File: config.mk
export PLATFORM = sky130hd
export DESIGN_NAME = rat_int_ctrl
export DESIGN_NICKNAME = d
export VERILOG_FILES = /design/src/rtl/rat_int_pkg.sv /design/src/rtl/rat_debounce.sv /design/src/rtl/rat_int_ctrl.sv
export SDC_FILE = /design/constraint.sdc
export NUM_CORES = 1
export LEC_CHECK = 0
export ABC_AREA = 1
export CAP_MARGIN = 5
export CORE_ASPECT_RATIO = 0.9
export CORE_MARGIN = 5
export CORE_UTILIZATION = 50
export DETAILED_ROUTE_END_ITERATION = 7
export GPL_TIMING_DRIVEN = 0
export PLACE_DENSITY = 0.8
export SLEW_MARGIN = 20
export SYNTH_ARGS = -nofsm -noshare
export SYNTH_HDL_FRONTEND = slang
export SYNTH_SLANG_ARGS = --single-unit
File: constraint.sdc
create_clock -name CLK -period 1.81 [get_ports CLK]
set_input_delay 0.362 -clock CLK [delete_from_list [all_inputs] [get_ports CLK]]
set_output_delay 0.362 -clock CLK [all_outputs]
set_load 0.01 [all_outputs]
File: src/rtl/rat_int_pkg.sv
// Shared types and constants for the RAT MCU interrupt controller.
package rat_int_pkg;

  typedef enum logic [1:0] {IDLE, REQ, GAP} int_state_t;

  localparam int SYNC_STAGES = 2;

endpackage

File: src/rtl/rat_debounce.sv
// One interrupt channel: synchroniser, optional debounce (RAT_INT_DEBOUNCE_EN), rising-edge pulse.
// Latency: edge pulse 2 cycles after input (3+DB_CYCLES-1 with debounce); no backpressure.
module rat_debounce
  import rat_int_pkg::*;
#(
  parameter int DB_CYCLES = 16
) (
  input  logic clk,
  input  logic rst,
  input  logic btn,
  output logic rise
);

  if (DB_CYCLES < 2) begin : g_bad_db_cycles
    $error("rat_debounce: DB_CYCLES must be at least 2");
  end

  logic [SYNC_STAGES-1:0] sync;
  logic                   s2;
  logic                   db;
  logic                   db_q;

  always_ff @(posedge clk) begin
    if (rst) begin
      sync <= '0;
    end else begin
      sync <= {sync[SYNC_STAGES-2:0], btn};
    end
  end

  assign s2 = sync[SYNC_STAGES-1];

`ifdef RAT_INT_DEBOUNCE_EN
  localparam int CNT_W = $clog2(DB_CYCLES + 1);

  logic [CNT_W-1:0] cnt;

  // Level is accepted on the DB_CYCLES-th consecutive disagreeing cycle, so cnt never wraps.
  always_ff @(posedge clk) begin
    if (rst) begin
      cnt <= '0;
      db  <= 1'b0;
    end else if (s2 == db) begin
      cnt <= '0;
    end else if (cnt == CNT_W'(DB_CYCLES - 1)) begin
      cnt <= '0;
      db  <= s2;
    end else begin
      cnt <= cnt + 1'b1;
    end
  end
`else
  always_comb db = s2;
`endif

  always_ff @(posedge clk) begin
    if (rst) begin
      db_q <= 1'b0;
    end else begin
      db_q <= db;
    end
  end

  assign rise = db & ~db_q;

endmodule

File: src/rtl/rat_int_ctrl.sv
// N-channel fixed-priority interrupt controller with mask and one-cycle ACK (debounce via RAT_INT_DEBOUNCE_EN).
// INTERRUPT rises one cycle after an eligible PENDING bit; ACK drops it, then one forced low GAP cycle.
module rat_int_ctrl
  import rat_int_pkg::*;
#(
  parameter int N_CH      = 4,
  parameter int DB_CYCLES = 16,
  parameter int ID_W      = (N_CH > 1) ? $clog2(N_CH) : 1
) (
  input  logic            CLK,
  input  logic            RST,
  input  logic [N_CH-1:0] BTN,
  input  logic            MASK_WR,
  input  logic [N_CH-1:0] MASK_IN,
  input  logic            INT_ACK,
  output logic            INTERRUPT,
  output logic [ID_W-1:0] INT_ID,
  output logic [N_CH-1:0] PENDING,
  output logic [N_CH-1:0] MASK
);

  if (N_CH < 1 || N_CH > 16) begin : g_bad_n_ch
    $error("rat_int_ctrl: N_CH must be in 1..16");
  end

  logic [N_CH-1:0] rise;
  logic [N_CH-1:0] eligible;
  logic [N_CH-1:0] pend_clr;
  logic [ID_W-1:0] winner;
  logic [ID_W-1:0] id_d;
  int_state_t      state_q;
  int_state_t      state_d;

  for (genvar i = 0; i < N_CH; i++) begin : g_ch
    rat_debounce #(
      .DB_CYCLES(DB_CYCLES)
    ) u_db (
      .clk (CLK),
      .rst (RST),
      .btn (BTN[i]),
      .rise(rise[i])
    );
  end

  assign eligible = PENDING & MASK;

  // Descending scan so the lowest set index is the last assignment and wins.
  always_comb begin
    winner = '0;
    for (int i = N_CH - 1; i >= 0; i--) begin
      if (eligible[i]) winner = ID_W'(i);
    end
  end

  always_comb begin
    state_d  = state_q;
    id_d     = INT_ID;
    pend_clr = '0;
    case (state_q)
      IDLE: begin
        if (|eligible) begin
          state_d = REQ;
          id_d    = winner;
        end
      end
      REQ: begin
        if (INT_ACK) begin
          state_d = GAP;
          for (int i = 0; i < N_CH; i++) begin
            if (ID_W'(i) == INT_ID) pend_clr[i] = 1'b1;
          end
        end
      end
      GAP:     state_d = IDLE;
      default: state_d = IDLE;
    endcase
  end

  // A new edge in the same cycle as the ACK re-sets the bit, so the event is not lost.
  always_ff @(posedge CLK) begin
    if (RST) begin
      state_q   <= IDLE;
      INTERRUPT <= 1'b0;
      INT_ID    <= '0;
      PENDING   <= '0;
      MASK      <= '1;
    end else begin
      state_q   <= state_d;
      INTERRUPT <= (state_d == REQ);
      INT_ID    <= id_d;
      PENDING   <= (PENDING & ~pend_clr) | rise;
      if (MASK_WR) MASK <= MASK_IN;
    end
  end

endmodule

======== After elaboration in Yosys (flattened, before gate mapping) ========
Cells that the tools add are included.
word-level totals
  register bits after elaboration ......... 25
  output and inout bits ................... 11
  word-level logic and storage cells ...... 47
operators by class
  muxes and demuxes ....................... 13
  reduce and logical (&&, ||, !) cells .... 4
  bitwise logic cells ..................... 12
  equality and inequality tests ........... 5
operators with widths
  operator                                              number
  two-way mux 2 bit                                     6
  bitwise AND 4 bit                                     2
  two-way mux 4 bit                                     2
  bitwise AND 1 bit                                     4
  equality test 2 x 1 -> 1 bit (second input constant)  2
  equality test 2 bit (first input constant)            2
  zero test 2 bit                                       2
  two-way mux 1 bit                                     4
  inverter 1 bit                                        4
  inverter 4 bit                                        1
  bitwise OR 4 bit                                      1
  one-hot mux 2 bit (2 select lines)                    1
  OR reduction 4 bit                                    1
  equality test 1 x 2 -> 1 bit (first input constant)   1
  AND reduction 2 bit                                   1

======== Longest topological paths before layout ========
Gate-level depths: netlist of the first run.
  depth after elaboration ................. 7
  mapped depth ............................ 8
  depth with buffers taken out ............ 8

======== Cells and area by module ========
From an unflattened synthesis of the first run, not the netlist that was laid out.
unflattened totals
  cells, all modules ...................... 114
  area, all modules ....................... 860.8 sq um
by module, submodules not included
  module        cells an instance  instances  area an instance (sq um)  sequential area each (sq um)
  rat_int_ctrl  74                 1          515.5                     260.2
  rat_debounce  10                 4          86.3                      60.1

======== Worst setup path after synthesis of the first run ========
Ideal clock, no wire load.
  kind .................................... reg-to-reg
  start ................................... register PENDING[0]
  end ..................................... register INT_ID[0]
  cell stages (with the launch flop) ...... 8
  data arrival time ....................... 0.804 ns
  setup time .............................. 0.110 ns
  buffers on the path ..................... 0
  setup slack ............................. 0.896 ns
  cell sequence ........................... dfxtp_1 nand2_2 nand2_1 nand2_1 nand2_1 nand2_1 inv_1 nor2_2
on the way
  word-level cells in the longest chain between the ends .. 3
RTL lines
  item                           line                RTL
  start, declared                rat_int_ctrl.sv:18  output logic [N_CH-1:0] PENDING,
  start signal, assigned         rat_int_ctrl.sv:91  PENDING <= (PENDING & ~pend_clr) | rise;
  bitwise AND 4 bit (*)          rat_int_ctrl.sv:45  assign eligible = PENDING & MASK;
  OR reduction 4 bit             rat_int_ctrl.sv:61  if (|eligible) begin
  AND reduction 2 bit (no line)  -
  end signal, assigned           rat_int_ctrl.sv:90  INT_ID <= id_d;
  end, declared                  rat_int_ctrl.sv:17  output logic [ID_W-1:0] INT_ID,
Mark *: on every way between the ends. The rest lies on a longest branch, timed or not.
A chain may end at the register's enable or synchronous reset.

======== Final worst setup path of the first run ========
  start ................................... register INT_ID[0]
  end ..................................... output INT_ID[0]
No word-level cell between the ends.

==> impl_results.md, run 1 <==
- Status: completed
- Drt pass-1 iters: 4
- CP max FO: 4
- RSZ-0062 raised after global routing: false
- Crit path capture: INT_ID[0]
- Setup TNS: 0 ns
- Mean Syn Cell Area: 7.80 um2
- WP depth: 1
- R2R Path Start: PENDING[0]
- Critical path capture point type: primary output
- N_diodes: 0
- Crit path max-delay family: buffers and inverters
- Synth Net Count: 129
- GR Overflow Total: 0
- Area grow syn2layout: 30.9%
- Worst-Margin Slew: 0.231 ns
- Endpoints failing hold: 0
- Row count: 14
- CP max stage cell: clkdlybuf4s50_1
- DIE WIDTH: 55.0 um
- WS Path Type: register to primary output
- DR vias: 756
- Hold crit path type: register to register
- CP Launch Point: INT_ID[0]
- Non-Filler Instances: 167
- Die Span Y: 50.5 um
- Global placement routability congestion: 0.846
- Starting DRT DRC Count: 6
- Warnings, synthesis: 0
- Fmax achieved: 0.603 GHz
- Vias in the first global route: 728
- Core area: 1700 um2
- Pwr per Cell Area: 868 nW/um2
- Worst path cell trace: clkdlybuf4s50_1
- Largest stage delay on the critical path: 0.56 ns
- Hold_buf cts: 0
- Initial antenna violation count: 0
- Sequential area share after synthesis: 0.549
- Peak VDD IR: 0.000725 V
- Pleak: 0.565 nW
- Max-slew violation count: 0
- Worst slew margin: 0.845
- Max Buffers Root-to-Sink: 2
- Synthesized cell area: 912 um2
- Filler cells: 162
- Final #Nets: 156
- # port buffers: 22
- DR vias/cell: 4.53
- Largest net degree at the start of global routing: 17
- Layout cells sized above 1: 0.105
- Avg WL per Cell: 9.96 um
- R2R cell count: 7
- Yosys cell types: 13
- Skew final: 0.000886 ns
- Die area: 2780 um2
- Final ANT Viol Nets: 0
- Placed insts: 163
- CTS Buf Count: 3
- Initial core utilization: 0.537
- Seq cells post-synth: 25
- Max cap viols: 0
- CTS tree: built
- Critical path buffers and inverters: 1
- Total routed wirelength: 1660 um
- CTS clk-pin slew, worst paths: 0.14 ns
- # H-tree levels: 1
- DRC Markers: 0
- Min Clock Period, post-route: 1.66 ns
- HPWL Detailed: 1360 um
- Post-Syn Instances: 117
- # resized after CTS: 0
- CTS Root Cell: clkbuf_4
- Capturing point of the worst reg2reg path: INT_ID[0]
- Reg2Reg Setup Slack: 0.83 ns
- CP startpoint kind: register
- Final hold slack: 0.414 ns
- # clock sinks: 25
- CP required: 1.45 ns
- All-layer global routing usage: 0.139
- # IOs: 23
- First-pass GRT wire length: 2760 um
- CP arrival: 1.30 ns
- # setup viols final: 0
- Final worst path period share: 0.916
- Clk Latency, worst-skew pair: 0.32 ns
- Setup Fix Bufs, Post-CTS: 0
cells in the final DEF, fill, tap and decap left out:
| cell type | synthesis | routed |
|---|---|---|
| nand2_1 | 29 | 29 |
| dfxtp_1 | 25 | 25 |
| inv_1 | 25 | 25 |
| clkdlybuf4s50_1 | 0 | 22 |
| nand3_1 | 13 | 13 |
| nor2_1 | 12 | 12 |
| nand2_2 | 3 | 3 |
| clkbuf_4 | 0 | 3 |
| buf_6 | 2 | 2 |
| nor2_4 | 2 | 2 |
| nor2_2 | 2 | 2 |
| inv_2 | 1 | 1 |
| o21ai_2 | 1 | 1 |
| a21oi_1 | 1 | 1 |
| nor3_1 | 1 | 1 |
| inv_6 | 0 | 1 |
cell type report:
class                   count  area, um2  area share
plain buffers               2       22.5      0.0189
well taps                  24       30.0      0.0252
multi-input cells          64        292       0.244
inverters                  26       97.6      0.0818
flip-flops and latches     25        500       0.419
clock buffers               3       22.5      0.0189
clock inverters             1       8.76     0.00734
repair buffers             22        220       0.184
power by group:
group	total (mW)	leakage (nW)	internal [mW]	switching, mW
Combinational	0.167	0.340	0.0865	0.0807
Sequential	0.607	0.206	0.585	0.0223
Clock	0.261	0.0183	0.0900	0.171
Yosys cell counts:
library cell | count | area [um2]
dfxtp_1 | 25 | 500
inv_1 | 25 | 93.8
a21oi_1 | 1 | 5.00
buf_6 | 2 | 22.5
nor2_1 | 12 | 45.0
nand2_1 | 29 | 109
inv_2 | 1 | 3.75
nand2_2 | 3 | 18.8
nand3_1 | 13 | 65.1
nor2_2 | 2 | 12.5
nor2_4 | 2 | 22.5
o21ai_2 | 1 | 8.76
nor3_1 | 1 | 5.00
stage by stage:
stage	instance area (um2)	util	power, mW	setup slack [ns]
after floorplan	912	-	0.703	0.896
after global placement	1160	0.684	0.778	0.406
after detailed placement	1160	0.684	0.788	0.379
after CTS	1190	0.703	1.04	0.155
after global routing	1190	0.703	1.10	0.0717
final	1190	0.703	1.04	0.152
registers in the layout (all words and copies together) (netlist names):
name	flops
g_ch.u_db.db_q	4
g_ch.u_db.sync	8
state_q	2
INT_ID	2
MASK	4
PENDING	4
INTERRUPT	1
kinds of logic after synthesis:
group           Yosys count  synth area share
simple gates             62             0.305
buf+inv                  28             0.132
flops                    25             0.549
compound gates            2            0.0151
layer usage:
layer  up-vias  part of all wire  global-route usage
met3         5             0.076              0.0621
met4         0             0.010              0.0364
met5         -                 0                   0
li1        396                 -                   -
met2        20              0.50               0.254
met1       335              0.41               0.138
worst min path at each step:
stage / start / endpoint / slack [ns] / depth (start not counted)
floorplan: g_ch[0].u_db.sync[0] / g_ch[0].u_db.sync[1] / 0.39 / 2
CTS: g_ch[3].u_db.sync[0] / g_ch[3].u_db.sync[1] / 0.42 / 2
global route: g_ch[1].u_db.sync[0] / g_ch[1].u_db.sync[1] / 0.44 / 2
global placement: g_ch[2].u_db.sync[0] / g_ch[2].u_db.sync[1] / 0.39 / 2
detailed placement: g_ch[3].u_db.sync[0] / g_ch[3].u_db.sync[1] / 0.40 / 2
finish: g_ch[3].u_db.sync[0] / g_ch[3].u_db.sync[1] / 0.41 / 2
Note: power is estimated with default switching activity, not from simulation.
==> run 2, diff against run 1 <==
Settings changed: SKIP_LAST_GASP set to 1.
==> results of run 2 <==
No change in the layout: final DEF, timing and power equal those of run 1.
==> run 3, diff against run 2 <==
Settings changed: CORE_MARGIN 5 to not set.
==> run 3 against run 2 <==
Compared with the run above: die area is 28% lower; setup slack better by 0.0033 ns; combinational power about the same; register-to-register slack worse by 0.03 ns; cell count unchanged; non-clock buffer count unchanged; critical endpoint unchanged; highest routed layer unchanged; first-iteration DRC count is 17% higher.
==> impl_results.md, run 3 (synthesized netlist as in run 1, its figures left out) <==
- Status: completed
- Core area: 1700 um2 (unchanged)
- # H-tree levels: 1 (unchanged)
- DR vias: 755 (-0.13%)
- Row count: 14 (unchanged)
- Critical path buffers and inverters: 1 (unchanged)
- RSZ-0062 raised after global routing: false
- CP required: 1.45 ns (about the same)
- Final Util: 0.703 (unchanged)
- # port buffers: 22 (unchanged)
- # IOs: 23 (unchanged)
- CP startpoint kind: register
- Die Span Y: 42.5 um (-16%)
- Final ANT Viol Nets: 0 (unchanged)
- Final worst path period share: 0.914 (-0.00182)
- Skew final: 0.00980 ns (+0.00891 ns)
- Initial core utilization: 0.537 (unchanged)
- Min Clock Period, post-route: 1.65 ns (-0.00329 ns)
- Most common cell after layout, fill and taps aside: nand2_1
- Setup Fix Bufs, Post-CTS: 0 (unchanged)
- Avg WL per Cell: 9.25 um (-7.2%)
- Largest stage delay on the critical path: 0.56 ns (about the same)
- CP Launch Point: INT_ID[0]
- HPWL Detailed: 1180 um (-13%)
- GR Overflow Total: 0 (unchanged)
- Final #Nets: 156 (unchanged)
- Layout cells sized above 1: 0.105 (unchanged)
- Peak VDD IR: 0.000748 V (+3.2%)
- # resized after CTS: 0 (unchanged)
- CTS tree: built
- Pleak: 0.565 nW (unchanged)
- Starting DRT DRC Count: 7 (+1)
- WS Path Type: register to primary output
- CP max FO: 4 (unchanged)
- CTS Root Cell: clkbuf_4
- Global placement routability congestion: 0.816 (-3.5%)
- # setup viols final: 0 (unchanged)
- Drt pass-1 iters: 3 (-1)
- Max-slew violation count: 0 (unchanged)
- Vias in the first global route: 683 (-6.2%)
- Placed insts: 163 (unchanged)
- Total routed wirelength: 1540 um (-7.2%)
- Hold_buf cts: 0 (unchanged)
- Fmax achieved: 0.604 GHz (+0.20%)
- CP max stage cell: clkdlybuf4s50_1
- # clock sinks: 25 (unchanged)
- Die area: 2000 um2 (-28%)
- Worst path cell trace: clkdlybuf4s50_1
- Clk Latency, worst-skew pair: 0.32 ns (about the same)
- Hold crit path type: register to register
- Reg2Reg Setup Slack: 0.80 ns (-0.03 ns)
- All-layer global routing usage: 0.182 (+0.0431)
- First-pass GRT wire length: 2590 um (-6.0%)
- R2R Path Start: PENDING[0]
- Worst slew margin: 0.841 (-0.00486)
- CTS Buf Count: 3 (unchanged)
- Endpoints failing hold: 0 (unchanged)
- Most frequent cells in the layout: nand2_1 (29), dfxtp_1 (25), inv_1 (25), clkdlybuf4s50_1 (22), nand3_1 (13)
- N_diodes: 0 (unchanged)
- CP arrival: 1.29 ns (about the same)
- Pwr Total: 1.03 mW (-0.33%)
- Max cap viols: 0 (unchanged)
- Worst hold start: g_ch[2].u_db.sync[0]
- Max reg flops: 8 (unchanged)
- CTS clk-pin slew, worst paths: 0.14 ns (about the same)
- Filler cells: 149 (-8.0%)
- Non-Filler Instances: 167 (unchanged)
- Largest net degree at the start of global routing: 17 (unchanged)
- Setup TNS: 0 ns (unchanged)
- Largest register by flop count: g_ch.u_db.sync
- Pwr per Cell Area: 865 nW/um2 (-0.33%)
- Crit path max-delay family: buffers and inverters
- Worst-Margin Slew: 0.238 ns (+0.00726 ns)
- Max Buffers Root-to-Sink: 2 (unchanged)
- DRC Markers: 0 (unchanged)
- DIE WIDTH: 47.0 um (-15%)
- Initial antenna violation count: 0 (unchanged)
- Area grow syn2layout: 30.9% (unchanged)
- DR vias/cell: 4.52 (-0.13%)
- Critical path capture point type: primary output
==> run 3: cell counts in the layout (fill, tap and decap cells not counted) <==
No cell type changed its count.
==> run 3: final cells by class <==
type                    instances  area [um2]  area share
well taps                      24        30.0      0.0252
repair buffers                 22         220       0.184
clock buffers                   3        22.5      0.0189
flip-flops and latches         25         500       0.419
multi-input cells              64         292       0.244
plain buffers                   2        22.5      0.0189
inverters                      26        97.6      0.0818
clock inverters                 1        8.76     0.00734
==> run 3: layer usage <==
layer	track usage	share of wire	up-vias
li1	-	-	397
met1	0.196	0.42	330
met2	0.319	0.50	24
met3	0.0647	0.058	4
met4	0.0571	0.017	0
met5	0	0	-
==> run 3: power breakdown <==
group	total [mW]	switching [mW]	leakage (nW)	internal, mW
clock network	0.259	0.169	0.0183	0.0898
registers	0.607	0.0227	0.206	0.585
logic	0.166	0.0792	0.340	0.0865
total	1.03	0.271	0.565	0.761
==> run 3: path summary, 6_finish.rpt <==
kind / endpoint / cells past startpoint
setup reg to reg: INT_ID[0] / 7
hold / removal: g_ch[2].u_db.sync[1] / 2
hold reg to reg: g_ch[2].u_db.sync[1] / 2
setup / recovery: INT_ID[0] / 1
==> run 3: through the flow <==
stage | area (um2) | hold slack, ns | worst slack, ns
after floorplan | 912 | 0.388 | 0.896
after global placement | 1160 | 0.389 | 0.405
after detailed placement | 1160 | 0.400 | 0.394
after CTS | 1190 | 0.419 | 0.157
after global routing | 1190 | 0.431 | 0.103
final | 1190 | 0.416 | 0.155
==> RTL change 1, RTL diff (settings of run 1) <==
The output `INTERRUPT` loses its register stage (`INTERRUPT` becomes a continuous assignment). Comments in the files are not updated.
--- a/src/rtl/rat_int_ctrl.sv
+++ b/src/rtl/rat_int_ctrl.sv
@@ -80,18 +80,18 @@
   always_ff @(posedge CLK) begin
     if (RST) begin
       state_q   <= IDLE;
-      INTERRUPT <= 1'b0;
       INT_ID    <= '0;
       PENDING   <= '0;
       MASK      <= '1;
     end else begin
       state_q   <= state_d;
-      INTERRUPT <= (state_d == REQ);
       INT_ID    <= id_d;
       PENDING   <= (PENDING & ~pend_clr) | rise;
       if (MASK_WR) MASK <= MASK_IN;
     end
   end
 
+  assign INTERRUPT = (state_d == REQ);
+
 endmodule
 
Behaviour: not the same (a bounded check fails within 4 cycles, from zero or initial values and one cycle with RST high).
==> RTL change 1 against run 1 <==
Sequential cell count shrank 1. Critical path depth up 4. Count of clock-buffer cells in the layout unchanged. Clock power is 15% lower. Wire length down 5.2%. Worst setup slack got worse by 9.4 ps. Cell area shrank 1.8%. Area after synthesis decreased by 1.2%. Total power shrank 5.6%. Critical path type unchanged. Largest power group unchanged. Highest routed layer unchanged.
==> RTL change 1: results (changes against run 1) <==
Final layout
  – Share of cells above drive strength 1: 12.1% (was 10.5%)
  – Non-CTS inverters: 25 (was 26)
  – Multi-input logic area: 305 sq um (was 292 sq um)
  – Total Nets Final: 154 (was 156)
  – Filler cell count in the final layout: 142 (was 162)
  – Clock-cell share: 1.92% (was 2.62%)

Global routing
  – Met1 Usage GRT: 15.9% (was 13.8%)
  – Vias in the first global route: 673 (was 728)

Synth
  – Largest cells by area after synthesis: dfxtp_1 53%, nand2_1 12%, inv_1 9.6% (was dfxtp_1 55%, nand2_1 12%, inv_1 10%)
  – Syn avg cell area: 7.83 sq um (was 7.80 sq um)
  – Top cell type's share of synthesized area: 53.3% (was 54.9%)
  – Compound-Gate Fraction of Synth Area: 1.94% (was 1.51%)

Timing
  – Hold slack: 415 ps (was 414 ps)
  – Slew HR: 86.8% (was 84.5%)
  – Layout Skew: 3.80 ps (was 0.886 ps)
  – Final WS setup: 143 ps (was 152 ps)

Setup path
  – Worst R2R Setup Slack: 890 ps (was 830 ps)
  – Slowest stage delay, CP: 390 ps (was 560 ps)

Status
  – Status: complete, no violations (unchanged)

Clock tree
  – Post-CTS resize count: 1 (was 0)
  – Clock transition at the registers of the reported paths: 110 ps (was 140 ps)

Placed design
  – Placer congestion estimate: 0.828 (was 0.846)

Pwr
  – Seq. pwr: 0.000580 W (was 0.000607 W)
  – Pleak: 0.550 nW (was 0.565 nW)

Min path
  – WHS Endpoint: g_ch[1].u_db.sync[1] (was g_ch[3].u_db.sync[1])

Route
  – WL/cell: 9.62 um (was 9.96 um)
## RTL change 1: cells by family after synthesis
logic type,Yosys count
buffers and inverters,27
flip-flops,24
AO/OA/AOI/OAI,2
AND/OR/NAND/NOR,62
## RTL change 1: worst max path at each step
stage                endpoint  cells after the start  startpoint
global placement    INTERRUPT                      3     INT_ACK
global route        INTERRUPT                      5  PENDING[0]
floorplan           INTERRUPT                      4  PENDING[2]
CTS                 INTERRUPT                      5  PENDING[3]
finish              INTERRUPT                      5  PENDING[2]
detailed placement  INTERRUPT                      3     INT_ACK
## RTL change 1: worst max-delay path, delay by kind of cell, from the launching register on
family / cells / cell delay, ps
buf+inv: 1 / 290
flops: 1 / 390
compound gates: 1 / 80
simple gates: 3 / 240
## RTL change 1: per-layer routing
layer / wire length, um / vias to the layer above
met4: 31 / 0
met3: 97 / 4
met2: 742 / 19
met5: 0 / -
met1: 705 / 329
li1: - / 390
==> RTL change 2, RTL diff (settings of run 1) <==
Without the edit above. Build with the macro `RAT_INT_DEBOUNCE_EN` defined.
--- a/src/rtl/rat_debounce.sv
+++ b/src/rtl/rat_debounce.sv
@@ -1,5 +1,7 @@
 // One interrupt channel: synchroniser, optional debounce (RAT_INT_DEBOUNCE_EN), rising-edge pulse.
 // Latency: edge pulse 2 cycles after input (3+DB_CYCLES-1 with debounce); no backpressure.
+`define RAT_INT_DEBOUNCE_EN
+
 module rat_debounce
   import rat_int_pkg::*;
 #(
Function: changed (a bounded check fails within 4 cycles, from zero or initial values and one cycle with RST high).
==> RTL change 2 against run 1 <==
Synthesized cell count rose by 85%. Clock power grew to 2.7 times the old value. Wire length is 85% higher. Area after synthesis increased by 100%. Count of clock-buffer cells in the layout rose by 4. Sequential cell count increased by 24. Total power rose by 84%. Combinational power fell by 48%. Highest routed layer unchanged. Worst setup slack got worse by 2.3 ps. Non-clock buffer count unchanged. Global-route usage barely moved. Cell area increased by 87%.
==> RTL change 2: results (changes against run 1) <==
Status
  – Status: complete, no violations (unchanged)

Placed design
  – Port Buf Inserts: 21 (was 22)
  – Placer congestion estimate: 0.737 (was 0.846)
  – DPL Wire Length: 2300 um (was 1360 um)

Synth
  – Compound-Gate Fraction of Synth Area: 10.8% (was 1.51%)
  – Largest cells by area after synthesis: dfxtp_1 53%, nor2_1 8.7%, inv_1 6.9% (was dfxtp_1 55%, nand2_1 12%, inv_1 10%)
  – Top cells by count, synth: 49 x dfxtp_1, 43 x nor2_1, 34 x inv_1 (was 29 x nand2_1, 25 x dfxtp_1, 25 x inv_1)
  – Library cells used by synthesis: 19 (was 13)
  – Synth Area in Adders: 5.38% (was 0%)
  – FF+latch count, synth: 49 (was 25)
  – Synthesized net count: 237 (was 129)
  – Post-synthesis sequential area ratio: 52.7% (was 54.9%)

Clock tree
  – H-Tree Level Count: 2 (was 1)
  – CTS root buffer: clkbuf_8 (was clkbuf_4)
  – Skew-Pair Late Insertion Delay: 300 ps (was 320 ps)
  – Cts bufs inserted: 5 (was 3)
  – Clock transition at the registers of the reported paths: 90 ps (was 140 ps)

Floorplanning
  – Die ar.: 5050 sq um (was 2780 sq um)

Pwr
  – Pleak: 0.863 nW (was 0.565 nW)
  – VDD IR max: 0.592 mV (was 0.725 mV)
  – Int Power: 0.00149 W (was 0.000761 W)
  – Comb. pwr: 0.0000863 W (was 0.000167 W)
  – Clock-net power: 0.000712 W (was 0.000261 W)

Timing
  – Layout Skew: 10.0 ps (was 0.886 ps)

Route
  – Detailed-route wire length: 3080 um (was 1660 um)
  – Detailed-route via count: 1,381 (was 756)
  – DRT iter0 DRCs: 66 (was 6)

Final layout
  – Non-CTS inverters: 34 (was 26)
  – Top flop regs: g_ch.u_db.cnt: 20 flops, g_ch.u_db.sync: 8 flops
  – Share of cells above drive strength 1: 12.2% (was 10.5%)
  – CLK BUF: 7 (was 3)
  – Fraction of cell area in non-clock buffers: 10.4% (was 20.3%)
  – Multi-input combinational area share: 32.8% (was 24.4%)
  – Seq area share: 43.9% (was 41.9%)
  – Multi-Input Combinational: 131 (was 64)
  – Filler cell count in the final layout: 306 (was 162)
  – Total Nets Final: 265 (was 156)
  – Clock-cell share: 4.70% (was 2.62%)

Setup path
  – Crit Path Max Fanout: 5 (was 4)
  – Worst r2r src: g_ch[2].u_db.cnt[0] (was PENDING[0])
  – CP Launch Point: INT_ID[1] (was INT_ID[0])

Global routing
  – Vias in the first global route: 1,281 (was 728)
  – First-pass GRT wire length: 5370 um (was 2760 um)
  – Largest net degree at the start of global routing: 16 (was 17)
  – Gr usage total: 13.9% (about the same)

Min path
  – Min-delay src: g_ch[1].u_db.sync[0] (was g_ch[3].u_db.sync[0])
RTL change 2: metrics by stage:
step	util [%]	cells	instance area (sq um)	total power (W)	worst slack [ps]
2_1_floorplan	-	217	1860	0.00117	582
3_3_place_gp	58.3	284	2130	0.00122	365
3_5_place_dp	58.3	284	2130	0.00122	325
4_1_cts	61.2	292	2230	0.00192	140
5_1_grt	61.2	292	2230	0.00199	87.6
6_report	61.2	292	2230	0.00191	150
RTL change 2: per-layer routing:
layer,up-vias,track usage [%],routed length (um)
met5,-,0,0
li1,744,-,-
met1,610,17.1,1500
met4,0,6.44,40
met3,4,4.41,146
met2,23,22.3,1390
RTL change 2: path summary, 6_finish.rpt:
kind | endpoint | slack [ps] | cells past startpoint
setup / recovery | INT_ID[1] | 150 | 1
hold / removal | g_ch[1].u_db.sync[1] | 410 | 2
setup reg to reg | g_ch[2].u_db.cnt[2] | 440 | 7
hold reg to reg | g_ch[1].u_db.sync[1] | 410 | 2
